**src/rtl/semimips_pkg.sv**
```systemverilog
// Shared semiMIPS control-bundle definitions: field layout, bubble constant, counter width.
package semimips_pkg;

    localparam int CTRL_W    = 4;
    localparam int CNT_W_DEF = 16;

    typedef struct packed {
        logic memtoreg;
        logic regwr;
        logic memwr;
        logic branch;
    } ctrl_t;

    // A bubble must never write the register file or memory.
    localparam ctrl_t NOP = '{memtoreg: 1'b0, regwr: 1'b0, memwr: 1'b0, branch: 1'b0};

endpackage

```
**src/rtl/ctrlpipe_if.sv**
```systemverilog
// Handshake bundle between hazard/decode logic and the control pipeline.
interface ctrlpipe_if #(
    parameter int WIDTH = 4,
    parameter int DEPTH = 3
);
    logic                   stall;
    logic [DEPTH-1:0]       flush;
    logic                   validin;
    logic [WIDTH-1:0]       datain;
    logic [DEPTH-1:0]       validout;
    logic [DEPTH*WIDTH-1:0] dataout;

    modport master (
        output stall, flush, validin, datain,
        input  validout, dataout
    );

    modport slave (
        input  stall, flush, validin, datain,
        output validout, dataout
    );
endinterface

```
**src/rtl/ctrlpipe_stage.sv**
```systemverilog
// One {valid, data} control register with reset > flush > stall > advance priority.
module ctrlpipe_stage #(
    parameter int               WIDTH   = 4,
    parameter logic [WIDTH-1:0] NOP_VAL = '0
) (
    input  logic             clk,
    input  logic             rst,
    input  logic             stall,
    input  logic             flush,
    input  logic             prev_valid,
    input  logic [WIDTH-1:0] prev_data,
    output logic             valid,
    output logic [WIDTH-1:0] data
);

    // Flush wins over stall so hazard logic can kill a frozen stage.
    always_ff @(posedge clk) begin
        if (rst || flush) begin
            valid <= 1'b0;
            data  <= NOP_VAL;
        end else if (!stall) begin
            valid <= prev_valid;
            data  <= prev_data;
        end
    end

endmodule

```
**src/rtl/ctrlpipe.sv**
```systemverilog
// DEPTH-stage control pipeline with global stall and per-stage flush.
// Optional performance counters are built when CTRLPIPE_PERF_EN is defined.
module ctrlpipe
    import semimips_pkg::*;
#(
    parameter int               WIDTH   = CTRL_W,
    parameter int               DEPTH   = 3,
    parameter logic [WIDTH-1:0] NOP_VAL = WIDTH'(NOP),
    parameter int               CNT_W   = CNT_W_DEF
) (
    input  logic       clk,
    input  logic       rst,
    ctrlpipe_if.slave  bus
`ifdef CTRLPIPE_PERF_EN
    ,
    output logic [CNT_W-1:0] stall_cnt,
    output logic [CNT_W-1:0] bubble_cnt
`endif
);

    logic [DEPTH-1:0]       valid_q;
    logic [DEPTH*WIDTH-1:0] data_q;

    for (genvar i = 0; i < DEPTH; i++) begin : g_stage
        logic             pv;
        logic [WIDTH-1:0] pd;

        // Stage 0 substitutes NOP_VAL for invalid input so bubbles stay inert downstream.
        if (i == 0) begin : g_head
            assign pv = bus.validin;
            assign pd = bus.validin ? bus.datain : NOP_VAL;
        end else begin : g_body
            assign pv = valid_q[i-1];
            assign pd = data_q[(i-1)*WIDTH +: WIDTH];
        end

        ctrlpipe_stage #(
            .WIDTH   (WIDTH),
            .NOP_VAL (NOP_VAL)
        ) u_stage (
            .clk        (clk),
            .rst        (rst),
            .stall      (bus.stall),
            .flush      (bus.flush[i]),
            .prev_valid (pv),
            .prev_data  (pd),
            .valid      (valid_q[i]),
            .data       (data_q[i*WIDTH +: WIDTH])
        );
    end

    assign bus.validout = valid_q;
    assign bus.dataout  = data_q;

`ifdef CTRLPIPE_PERF_EN
    function automatic logic [CNT_W-1:0] sat_inc(input logic [CNT_W-1:0] v);
        return (&v) ? v : v + CNT_W'(1);
    endfunction

    // Counters stick at all-ones rather than wrapping.
    always_ff @(posedge clk) begin
        if (rst) begin
            stall_cnt  <= '0;
            bubble_cnt <= '0;
        end else begin
            if (bus.stall)
                stall_cnt <= sat_inc(stall_cnt);
            if (!valid_q[DEPTH-1])
                bubble_cnt <= sat_inc(bubble_cnt);
        end
    end
`endif

endmodule

```
**src/flat_wrapper.sv**
```systemverilog
// flat-port wrapper written by rule: the top's interface ports become plain ports
module ctrlpipe_flat import semimips_pkg::*;
#(
    parameter int               WIDTH   = CTRL_W,
    parameter int               DEPTH   = 3,
    parameter logic [WIDTH-1:0] NOP_VAL = WIDTH'(NOP),
    parameter int               CNT_W   = CNT_W_DEF
)
  (clk, rst, bus_stall, bus_flush, bus_validin, bus_datain, bus_validout, bus_dataout);
  ctrlpipe_if #(.WIDTH(WIDTH), .DEPTH(DEPTH)) bus_i ();
  input  logic clk;
  input  logic rst;
  input wire logic [$bits(bus_i.stall)-1:0] bus_stall;
  input wire logic [$bits(bus_i.flush)-1:0] bus_flush;
  input wire logic [$bits(bus_i.validin)-1:0] bus_validin;
  input wire logic [$bits(bus_i.datain)-1:0] bus_datain;
  output wire logic [$bits(bus_i.validout)-1:0] bus_validout;
  output wire logic [$bits(bus_i.dataout)-1:0] bus_dataout;
  assign bus_i.stall = bus_stall;
  assign bus_i.flush = bus_flush;
  assign bus_i.validin = bus_validin;
  assign bus_i.datain = bus_datain;
  assign bus_validout = bus_i.validout;
  assign bus_dataout = bus_i.dataout;
  ctrlpipe #(.WIDTH(WIDTH), .DEPTH(DEPTH), .NOP_VAL(NOP_VAL), .CNT_W(CNT_W)) u_core (.clk(clk), .rst(rst), .bus(bus_i));
endmodule
```
**config.mk**
```make
export PLATFORM = sky130hd
export DESIGN_NAME = ctrlpipe_flat
export DESIGN_NICKNAME = d
export VERILOG_FILES = /design/src/rtl/semimips_pkg.sv /design/src/rtl/ctrlpipe_if.sv /design/src/rtl/ctrlpipe_stage.sv /design/src/rtl/ctrlpipe.sv /design/src/flat_wrapper.sv
export SDC_FILE = /design/constraint.sdc
export NUM_CORES = 1
export LEC_CHECK = 0
export CAP_MARGIN = 20
export CORE_MARGIN = 2
export CORE_UTILIZATION = 38
export CTS_BUF_LIST = sky130_fd_sc_hd__clkbuf_2
export CTS_CLUSTER_DIAMETER = 60
export DETAILED_ROUTE_END_ITERATION = 8
export PLACE_DENSITY_LB_ADDON = 0.05
export SLEW_MARGIN = 20
export SYNTH_ARGS = -nofsm -noshare
export SYNTH_HDL_FRONTEND = slang
export SYNTH_SLANG_ARGS = --single-unit
```
**constraint.sdc**
```tcl
create_clock -name clk -period 0.8 [get_ports clk]
set_input_delay 0.08 -clock clk [delete_from_list [all_inputs] [get_ports clk]]
set_output_delay 0.08 -clock clk [all_outputs]
set_load 0.03 [all_outputs]
```
; Word level (Yosys, flattened, before mapping)
; Cells that the tools add are included.
[totals]
reg_bits = 15
latchBits = 0
ramBits = 0
rom_bits = 0
in_bits = 11
output_inout_bits = 15
word_cells = 10
n_memories = 0
[op_classes]
add_sub_neg = 0
n_mul = 0
div_mod_pow = 0
magnitude_cmp = 0
n_eq_ne = 0
shifts = 0
n_mux = 1
bitwise_logic = 0
n_reduce_logical = 3
[op_table]
columns = cell, count
row1 = 4-bit two-way mux, 1
row2 = 1-bit logical OR, 3

; Logic depth before layout (Yosys ltp)
; Gate-level depths: netlist of run 1.
[depth]
ltp_word = 1
mapped_depth = 4
ltp_nobuf = 2

; By module
; A second synthesis of run 1 with hierarchy kept.
[hier_totals]
hier_cells = 54
hier_area_um2 = 599.3
[modules_own_cells]
columns = module, n_inst, cells_each, area_each_um2, seq_area_each_um2
row1 = ctrlpipe_stage, 3, 16, 186.4, 100.1
row2 = ctrlpipe, 1, 6, 40.0, 0.0

; Least setup slack after synthesis of run 1
; Ideal clock, no wire load.
[synth_timing]
path_type = register -> register
start = register, netlist name u_core.g_stage[1].u_stage.data[0]
end = register u_core.g_stage[1].u_stage.data[0]
setup_time_ps = 78
t_arrival_ps = 724
t_required_ps = 722
path_slack_ps = -3
path_stages_with_launch = 3
path_buffers = 0
synth_period_minus_slack_ps = 803
cell_sequence = dfxtp_1 -> mux2i_1 -> nor3_1
[synth_rtl]
columns = item, line
row1 = end signal: assignment, ctrlpipe_stage.sv:23  ; data <= prev_data;
row2 = end: declaration, ctrlpipe_stage.sv:13  ; output logic [WIDTH-1:0] data

; Final worst setup path of run 1
[layout_timing]
start = register u_core.g_stage[0].u_stage.data[2]
end = output bus_dataout[2]
[layout_rtl]
columns = item, line
row1 = start: declaration, ctrlpipe_stage.sv:13
row2 = start signal: assignment, ctrlpipe_stage.sv:23
row3 = end: declaration, flat_wrapper.sv:18  ; output wire logic [$bits(bus_i.dataout)-1:0] bus_dataout;
; No word-level cell between the ends.

==> results of run 1 <==
==> metal layers <==
layer  wire length (µm)  track usage [%]  share of wire [%]
met1                520             14.7                 41
met2                665             28.7                 53
met3                 74             6.25                5.9
met4                  0             3.64                  0
met5                  0                0                  0
==> cells in the mapped netlist, drive strengths merged <==
library cell / number / area (µm²)
a21oi: 4 / 20.0
buf: 5 / 53.8
clkbuf: 1 / 3.75
dfxtp: 15 / 300
mux2i: 11 / 110
nand2: 4 / 15.0
nand3b: 4 / 30.0
nor2: 1 / 3.75
nor3: 10 / 50.1
or2: 1 / 6.26
==> path summary, 6_finish.rpt <==
kind | to | cells after the start | slack [ns]
max | bus_dataout[2] | 1 | -0.06
min | u_core.g_stage[0].u_stage.data[3] | 3 | 0.36
max reg2reg | u_core.g_stage[1].u_stage.data[1] | 3 | 0.01
min reg2reg | u_core.g_stage[0].u_stage.data[2] | 2 | 0.49
==> sequential cells by signal, summed over array words and instances (netlist names) <==
register and flops:
u_core.g_stage.u_stage.data 12, u_core.g_stage.u_stage.valid 3
==> report_power, final <==
group,internal [mW],switching (mW)
logic,0.115,0.0739
clock network,0.133,0.233
registers,0.755,0.00504
total,1.00,0.312
==> logic make-up after synthesis <==
| family | Yosys count |
|---|---|
| AO/OA/AOI/OAI | 4 |
| buffers and inverters | 6 |
| multiplexers | 11 |
| AND/OR/NAND/NOR | 20 |
| flip-flops | 15 |
==> cell type report <==
cell class                 instances  share of cell area, %
multi-input combinational         35                   23.6
timing repair buffer              38                   40.4
tap                               16                   2.01
sequential                        15                   32.0
clock buffer                       4                   2.01
==> timing repair <==
action | CTS | global route
buffers inserted | 10 | 0
gates cloned | 1 | 0
resized for setup | 25 | 0
pin swaps | 0 | 1
hold endpoints to repair | 0 | 0
endpoints found under the setup margin | 26 | 19
==> flow_metrics.tcl, run 1 <==
set metrics [dict create \
    wire_per_inst_um 11.7 \
    synthSimpleGateAreaFrac_pct 17.7 \
    fin_crit_sh_pct 107 \
    min_from "bus_datain[3]" \
    yosysSeqAreaShare_pct 50.6 \
    critPathMaxFanout 3 \
    synthCells 56 \
    drt_wl_total_um 1260 \
    worstPathArrival_ns 0.78 \
    cts_buffer_depth 2 \
    p_leak_nw 0.445 \
    grt_pass1_vias 506 \
    viasPerCell 4.67 \
    area_delta_synth_final_pct 68.1 \
    io_buffers 25 \
    worst_pin_slew_ns 0.184 \
    power_mw 1.31 \
    clock_sinks 15 \
    crit_required_ns 0.72 \
    skew_ns 0.0111 \
    n_antenna_cell 0 \
    path_buf_inv 1 \
    dp.cells 93 \
    startpoint "u_core.g_stage[0].u_stage.data[2]" \
    ant_nets 0 \
    dieArea_um2 1890 \
    die_h_um 43.5 \
    end_kind "output port" \
    cp_slowest_cell "dfxtp_2" \
    drive_above_1_share_pct 52.2 \
    finalHoldViolations 0 \
    cp-start-kind "register" \
    postLayoutCellArea_um2 997 \
    place.gp.congestion 0.666 \
    drc 0 \
    finalCoreUtilization_pct 67.0 \
    synth_cell_types 12 \
    fp.dieW_um 43.5 \
    slew_headroom_pct 87.7 \
    dr.first_iter.drc_count 8 \
    clock_latency_ns 0.27 \
    nNetsFinal 104 \
    synth-xor-area-share_pct 0 \
    start_util_pct 39.8 \
    whs_ns 0.360 \
    setup_viol 15 \
    gr-total-overflow 0 \
    layoutNonFillerInstCount 108 \
    outcome "complete, but fails checks" \
    seq_area_um2 319 \
    root_buffer "clkbuf_2" \
    cts_tree "yes" \
    cap_violations 0 \
    antenna_found_initial 0 \
    synth_top_family_by_area "multiplexers" \
    grt.total_usage_pct 15.0 \
    vdd.ir_drop.worst_mv 1.15 \
    io_pins 26 \
    synth_compound_area_share_pct 3.38 \
    synth.area.mux_share_pct 18.6 \
    coreArea_um2 1490 \
    clkTransAtPathRegs_ns 0.15 \
    layout_common_cells "buf_6, dfxtp_2, mux2i_1, buf_4, nor3_1" \
    dpl-instance-area_um2 803 \
    vias 504 \
    ctsHoldBuffers 0 \
    critPathMaxStageDelay_ns 0.37 \
    multi_input_area_um2 235 \
    post-dp-hpwl_um 792 \
    fill_cells 133 \
    cts_buffers 3 \
    path_delay_family "flip-flops" \
    r2r-start "u_core.g_stage[1].u_stage.data[1]" \
    synth-adder-area-share_pct 0 \
    power.density_nw_per_um2 1320 \
    slew_viol_final 0 \
    drtPass1Iterations 3 \
    rsz0062_at_grt "true" \
    hold_class "in -> reg" \
    setup_tns_ns -0.543 \
    synth_area_per_cell_um2 10.6 \
    yosys_warnings 0 \
    violations "setup timing" \
    ys_ff_latch 15 \
    post-place-ws_ns -0.341 \
    grt_start_max_net_pins 11 \
    h-tree-depth 1 \
    synthesis.nets 67 \
    crit_chain "buf_6" \
    period_minus_slack_ns 0.857 \
    setup_slack_ns -0.0571 \
    syn-cell-area_um2 593 \
    grt_pass1_wl_um 2040 \
    fmax_ghz 1.17 \
    fp-row-count 14 \
    path_class "reg -> out" \
]
Power figures use the tool's default switching activity.
==> inputs of run 2 (changes only) <==
Settings changed: REMOVE_ABC_BUFFERS set to 1.
==> flow_metrics.tcl, run 2 (synthesis gave the netlist of run 1 again) <==
set metrics [dict create \
    outcome "complete, but fails checks" \
    violations "setup timing" \
    power_mw 1.32 \
    fmax_ghz 1.14 \
    clock_sinks 15 \
    fp-row-count 14 \
    postLayoutCellArea_um2 1020 \
    largest_reg_flops 12 \
    whs_ns 0.335 \
    drc 0 \
    h-tree-depth 1 \
    crit_required_ns 0.72 \
    io_buffers 25 \
    worstPathArrival_ns 0.80 \
    cp_slowest_cell "dfxtp_2" \
    antenna_found_initial 0 \
    fin_crit_sh_pct 110 \
    end_kind "output port" \
    drtPass1Iterations 3 \
    finalHoldViolations 0 \
    fp.dieW_um 43.5 \
    largest_register "u_core.g_stage.u_stage.data" \
    dpl-instance-area_um2 796 \
    cts_buffers 3 \
    path_delay_family "flip-flops" \
    layoutNonFillerInstCount 111 \
    wire_per_inst_um 12.2 \
    slew_viol_final 0 \
    clock_latency_ns 0.28 \
    viasPerCell 4.78 \
    vdd.ir_drop.worst_mv 0.797 \
    cts_buffer_depth 2 \
    n_antenna_cell 0 \
    setup_slack_ns -0.0763 \
    layout_common_cells "buf_6, dfxtp_2, buf_4" \
    coreArea_um2 1490 \
    dr.first_iter.drc_count 3 \
    power.density_nw_per_um2 1290 \
    area_delta_synth_final_pct 72.4 \
    drt_wl_total_um 1350 \
    setup_tns_ns -0.862 \
    path_class "reg -> out" \
    fill_cells 128 \
    grt_pass1_wl_um 2110 \
    dieArea_um2 1890 \
    die_h_um 43.5 \
    setup_viol 15 \
    p_leak_nw 0.462 \
    nNetsFinal 107 \
    crit_chain "buf_6" \
    post-place-ws_ns -0.344 \
    critPathMaxFanout 2 \
    ant_nets 0 \
    cap_violations 0 \
    grt.total_usage_pct 15.3 \
    root_buffer "clkbuf_2" \
    drive_above_1_share_pct 53.7 \
    cp-start-kind "register" \
    finalCoreUtilization_pct 68.7 \
    critPathMaxStageDelay_ns 0.37 \
    hold_class "in -> reg" \
    path_buf_inv 1 \
    worst_pin_slew_ns 0.210 \
    clkTransAtPathRegs_ns 0.16 \
    skew_ns 0.000131 \
    vias 531 \
    cts_tree "yes" \
    start_util_pct 39.8 \
    dp.cells 93 \
    gr-total-overflow 0 \
    period_minus_slack_ns 0.876 \
    grt_start_max_net_pins 11 \
    grt_pass1_vias 484 \
    rsz0062_at_grt "true" \
    slew_headroom_pct 86.0 \
    top_regs "u_core.g_stage.u_stage.data: 12 flops, u_core.g_stage.u_stage.valid: 3 flops" \
    place.gp.congestion 0.650 \
    post-dp-hpwl_um 875 \
    io_pins 26 \
]
## run 2: repair_timing
item | in CTS | in global routing
hold endpoints to repair | 0 | 0
resized for setup | 31 | 1
cloned | 1 | 0
setup buffers | 11 | 2
endpoints found under the setup margin | 22 | 18
pin swaps | 0 | 0
hold buffers | 0 | 0
## run 2: worst paths after layout
check | from | end | slack, ns | depth (start not counted)
max reg2reg | u_core.g_stage[1].u_stage.data[3] | u_core.g_stage[1].u_stage.data[3] | 0.03 | 3
min | bus_datain[0] | u_core.g_stage[0].u_stage.data[0] | 0.33 | 3
max | u_core.g_stage[1].u_stage.data[3] | bus_dataout[7] | -0.08 | 1
min reg2reg | u_core.g_stage[2].u_stage.data[1] | u_core.g_stage[2].u_stage.data[1] | 0.55 | 2
## run 2: worst reg2reg max path, stage by stage (launching register included)
cell and delay (ns):
dfxtp_2 0.36, buf_4 0.13, mux2i_1 0.13, nor3_1 0.06
## run 2: where the power goes
group          internal (mW)  switching, mW
clock                  0.113          0.251
sequential             0.755        0.00502
combinational          0.118         0.0752
total                  0.986          0.331
## run 2: area by class of cell
type                    instances  area, µm²  area share (%)
clock buffers                   3       15.0            1.47
clock inverters                 1       5.00           0.490
multi-input cells              35        238            23.3
flip-flops and latches         15        319            31.2
well taps                      16       20.0            1.96
repair buffers                 41        425            41.6
## run 2: routing by layer
layer	track usage (%)	share of wire (%)	vias up	routed length [µm]
met5	0	0	-	0
li1	-	-	270	-
met3	3.33	5.8	2	78
met4	9.09	0.81	0	11
met1	18.0	44	243	596
met2	25.4	49	16	664
